===== src/rtl/fetch_stage.sv =====
// F-stage fetch engine: issues in-order instruction fetches under a credit limit,
// buffers responses with their PCs, and redirects by flushing and killing in-flight fetches.
module fetch_stage #(
  parameter logic [31:0] RESET_PC   = 32'h0000_0000,
  parameter int unsigned FIFO_DEPTH = 2
) (
  input  logic        clock,
  input  logic        reset,
  output logic        imem_req,
  output logic [31:0] imem_addr,
  input  logic        imem_gnt,
  input  logic        imem_rvalid,
  input  logic [31:0] imem_rdata,
  input  logic        br_en,
  input  logic [31:0] br_addr,
  output logic        instr_valid,
  output logic [31:0] instr_data,
  output logic [31:0] instr_pc,
  input  logic        d_ready
);

  localparam int unsigned CW = $clog2(FIFO_DEPTH + 1);
  localparam int unsigned AW = $clog2(FIFO_DEPTH);

  logic [31:0]   r_pc;
  logic [31:0]   r_resp_pc;
  logic [CW-1:0] r_count;
  logic [CW-1:0] r_live;
  logic [CW-1:0] r_kill;
  logic [AW-1:0] r_rd_ptr;
  logic [AW-1:0] r_wr_ptr;
  logic [31:0]   r_fifo_data [FIFO_DEPTH];
  logic [31:0]   r_fifo_pc   [FIFO_DEPTH];

  logic [CW+1:0] w_outstanding;
  logic          w_credit_ok;
  logic          w_grant;
  logic          w_rsp;
  logic          w_drop;
  logic          w_push;
  logic          w_pop;
  logic [31:0]   w_br_target;

  // Buffered plus in-flight (live and killed) fetches may never exceed the buffer size.
  assign w_outstanding = {2'b00, r_count} + {2'b00, r_live} + {2'b00, r_kill};
  assign w_credit_ok   = (w_outstanding < (CW+2)'(FIFO_DEPTH));

  assign imem_req    = !reset && !br_en && w_credit_ok;
  assign imem_addr   = r_pc;
  assign instr_valid = !reset && (r_count != '0) && !br_en;
  assign instr_data  = r_fifo_data[r_rd_ptr];
  assign instr_pc    = r_fifo_pc[r_rd_ptr];

  assign w_grant     = imem_req && imem_gnt;
  assign w_rsp       = imem_rvalid && ((r_live != '0) || (r_kill != '0));
  assign w_drop      = imem_rvalid && (r_kill != '0);
  assign w_push      = imem_rvalid && (r_kill == '0) && (r_live != '0) && !br_en;
  assign w_pop       = instr_valid && d_ready;
  assign w_br_target = {br_addr[31:2], 2'b00};

  always_ff @(posedge clock or posedge reset) begin
    if (reset) begin
      r_pc      <= RESET_PC;
      r_resp_pc <= RESET_PC;
      r_count   <= '0;
      r_live    <= '0;
      r_kill    <= '0;
      r_rd_ptr  <= '0;
      r_wr_ptr  <= '0;
    end else if (br_en) begin
      // Everything still in flight becomes a kill; a response landing now is one of them.
      r_pc      <= w_br_target;
      r_resp_pc <= w_br_target;
      r_count   <= '0;
      r_rd_ptr  <= '0;
      r_wr_ptr  <= '0;
      r_live    <= '0;
      r_kill    <= r_kill + r_live - CW'(w_rsp);
    end else begin
      if (w_grant) r_pc <= r_pc + 32'd4;
      if (w_push) begin
        r_resp_pc <= r_resp_pc + 32'd4;
        r_wr_ptr  <= r_wr_ptr + AW'(1);
      end
      if (w_pop) r_rd_ptr <= r_rd_ptr + AW'(1);
      r_count <= r_count + CW'(w_push) - CW'(w_pop);
      r_live  <= r_live + CW'(w_grant) - CW'(w_push);
      r_kill  <= r_kill - CW'(w_drop);
    end
  end

  always_ff @(posedge clock or posedge reset) begin
    if (reset) begin
      for (int i = 0; i < int'(FIFO_DEPTH); i++) begin
        r_fifo_data[i] <= '0;
        r_fifo_pc[i]   <= '0;
      end
    end else if (w_push) begin
      r_fifo_data[r_wr_ptr] <= imem_rdata;
      r_fifo_pc[r_wr_ptr]   <= r_resp_pc;
    end
  end

endmodule

===== config.mk =====
export PLATFORM = sky130hd
export DESIGN_NAME = fetch_stage
export DESIGN_NICKNAME = d
export VERILOG_FILES = /design/src/rtl/fetch_stage.sv
export SDC_FILE = /design/constraint.sdc
export NUM_CORES = 1
export LEC_CHECK = 0
export CORE_ASPECT_RATIO = 0.8
export CORE_UTILIZATION = 30
export DETAILED_ROUTE_END_ITERATION = 7
export GPL_TIMING_DRIVEN = 0
export PLACE_DENSITY = 0.55
export SLEW_MARGIN = 15
export SYNTH_ARGS = -nofsm -noshare
export SYNTH_HDL_FRONTEND = slang
export SYNTH_SLANG_ARGS = --single-unit

===== constraint.sdc =====
create_clock -name clock -period 18.1 [get_ports clock]
set_input_delay 1.81 -clock clock [delete_from_list [all_inputs] [get_ports clock]]
set_output_delay 1.81 -clock clock [all_outputs]
set_load 0.05 [all_outputs]

==> results.toml <==
[grt]
grt_first_pass_wirelength_um = 40140
antenna_found_initial = 0
grt_max_degree = 105
grt.overflow.total = 0
grt_pass1_vias = 6756
grtUsageTotal_pct = 16.55

[critical_path]
cp.required_ns = 16.29
critPathKind = "input port to output port"
arrival_ns = 4.28
crit_fanout = 10
cp-startpoint = "br_en"
startpoint_type = "input port"
slowest_stage = "clkdlybuf4s50_1"
crit_buf_inv = 4
timing.rr.start = "r_live[1]"
crit_path_end_kind = "output port"
r2r_cells = 14
r2r_setup_slack_ns = 14.55
reg2reg_to = "r_live[1]"
path_delay_family = "buffers and inverters"
cp_cell_sequence = "clkdlybuf4s50_1, clkbuf_1, clkbuf_1, nor4_1, clkdlybuf4s50_1"
cpPeakStageDelay_ns = 0.88

[finish]
diodes = 0
area_delta_synth_final_pct = 29.37
drive_gt1_share_pct = 27.29
fin_util_pct = 39.77
layout_common_cells = "mux2_2 (196), dfrtp_1 (192), clkdlybuf4s50_1 (161)"
finalNetCount = 1029
fin_area_sq_um = 12170
layout_commonest_cell = "mux2_2"

[synth]
postSynthCellCount = 763
synth-compound-area-share_pct = 4.962
yosys.area_share.simple_pct = 10.87
synth_area_per_cell_sq_um = 12.33
synth_seq_area_share_pct = 51.08
yosysUniqueCellTypes = 51
synth_flop_cell = "dfrtp_1"
synth_edf_count = 0
synth_seq_cells = 192
netlist_area_sq_um = 9405
synth_fa_ha_area_share_pct = 1.676
synth_top_cell_by_area = "dfrtp_1"
ys_top_cells_by_area = "dfrtp_1 (51%), mux2_2 (23%), xnor2_1 (3.0%), nand2_1 (2.0%), nand3_1 (1.5%)"
synthXorXnorAreaFrac_pct = 4.191
synth_top_family_by_area = "multiplexers"
yosysWarnings = 0
muxShareOfSynthArea_pct = 23.80
synth_top_area_share_pct = 51.08
async_flop_share_pct = 100.0

[route]
wire_per_inst_um = 18.65
first_pass_iters = 6
drt-initial-drc-count = 487
ant_nets = 0
vias = 6726
drt_wl_total_um = 25600
drcViolationCount = 0
vias_per_cell = 4.899

[clock_network]
htreeDepth = 4
cts_root_buf = "clkbuf_16"
clk_latency_ns = 0.44
cts_tree = "built"
cts.reportedPaths.clkPinSlew_ns = 0.07
post-cts-setup-buffers = 0
numClockSinks = 192
cts_resized = 0
cts_hold_buf = 0
cts_made_buffers = 17
cts.path.max_buffers = 2

[sta]
worst_pin_slew_ns = 0.8573
clock.fmax_mhz = 164.3
slew-limit-headroom_pct = 42.53
post-route-period-util_pct = 33.62
period_needed_ns = 6.086
grt_setup_unrepaired = "false"
tns_ns = 0
setup_slack_ns = 12.01
setup_violations = 0
hold_viol_final = 0
finClkSkew_ns = 0.01321
maxSlewViolCount = 0

[placed_design]
port_buffers = 161
pre_cts_ws_ns = 12.06
dp_hpwl_um = 18490
postPlaceCellArea_sq_um = 11580
globalplace.congestion = 0.8150

[hold_path]
min_from = "r_fifo_pc[49]"
worstHoldPathType = "flop to flop"
min_to = "r_fifo_pc[49]"
holdPathStages = 1

[floorplan]
num_rows = 57
die_width_um = 200.0
fp.dieArea_sq_um = 32070
core_sq_um = 30600
pin_count = 168
initial_core_util_pct = 30.74
die_h_um = 160.4

[power]
combPwrFrac_pct = 38.8
peakVddDrop_mv = 0.05618
p_int_mw = 0.9406
p_clk_share_pct = 24.9
p_leak_nw = 5.334
p_total_mw = 1.541
swShare_pct = 38.98
seqPwrFrac_pct = 36.2
switchingPower_mw = 0.6008
pwr_density_cell_nw_per_um2 = 126.7

[run_status]
status = "completed"

[flow_run]
maxCapViolCount = 0
==> synthesized netlist by cell type (4+ instances only) <==
cell type	number
buf_4	13
nand4_1	21
xor2_1	13
xnor2_1	32
buf_6	6
nor2_1	24
nor3_1	9
a21oi_1	4
and4_1	6
nand3_1	28
o311ai_0	14
inv_1	19
ha_1	11
nor4_1	8
clkbuf_1	16
nand2_1	50
o21ai_0	28
and2_1	7
dfrtp_1	192
mux2_2	196
and3_1	9
o211ai_1	11
==> final cells by class <==
cell class / count / area [sq um]
buffer: 40 / 246.5
inverter: 19 / 78.83
tap: 413 / 516.7
fill: 2945 / 18430
clock buffer: 19 / 442.9
clock inverter: 13 / 145.1
timing repair buffer: 162 / 1639
sequential: 192 / 4805
multi-input combinational: 515 / 4294
==> cell families (layout without fill, tap and decap cells) <==
kind of cell | Yosys count | count (layout)
xor+xnor | 45 | 45
buf+inv | 59 | 253
mux | 199 | 199
compound gates | 70 | 70
flops | 192 | 192
fa+ha+maj | 12 | 12
simple gates | 185 | 185
other cells | 1 | 4
==> state kept, by name (all words and copies together), names as in the netlist <==
name         cells
r_kill           2
imem_addr       30
r_fifo_pc       60
r_wr_ptr         1
r_rd_ptr         1
r_resp_pc       30
r_count          2
r_fifo_data     64
r_live           2
==> per-layer routing <==
metal  part of all wire [%]  track usage [%]
met1                     51            25.35
met2                     43            23.47
met3                    5.4            3.570
met4                   0.91            3.817
met5                      0                0
==> worst register-to-register path, cell delays in order, from the launching register on <==
cell       delay [ns]
dfrtp_1          0.39
inv_1            0.11
fa_1             0.53
inv_1            0.05
ha_1             0.30
nand4bb_4        0.27
nor3_4           0.31
inv_1            0.22
clkbuf_1         0.31
ha_1             0.36
inv_1            0.04
ha_1             0.18
xnor2_1          0.16
xnor2_1          0.13
nor2_1           0.05
==> how the worst max path moves through the flow <==
| stage | end | depth (start not counted) | slack [ns] |
|---|---|---|---|
| after floorplan | imem_addr[10] | 1 | 11.06 |
| after global placement | r_fifo_data[21] | 2 | 7.76 |
| after detailed placement | imem_req | 5 | 12.06 |
| after CTS | imem_req | 5 | 12.04 |
| after global routing | imem_req | 5 | 11.91 |
| final | imem_req | 5 | 12.01 |
==> power groups by stage <==
stage / combinational (mW) / sequential [mW] / clock [mW]
2_1_floorplan: 0.389 / 0.579 / 0
3_5_place_dp: 0.603 / 0.567 / 0
6_report: 0.599 / 0.559 / 0.384
4_1_cts: 0.606 / 0.558 / 0.397
5_1_grt: 0.634 / 0.570 / 0.413
3_3_place_gp: 0.601 / 0.564 / 0
==> per-stage QoR <==
stage,cells,hold slack (ns)
final,1373,0.4991
after global routing,1373,0.5149
after CTS,1373,0.4984
after detailed placement,1341,0.4805
after global placement,1340,0.4693
after floorplan,766,0.4541
No activity file was read; power rests on OpenSTA's default activity.
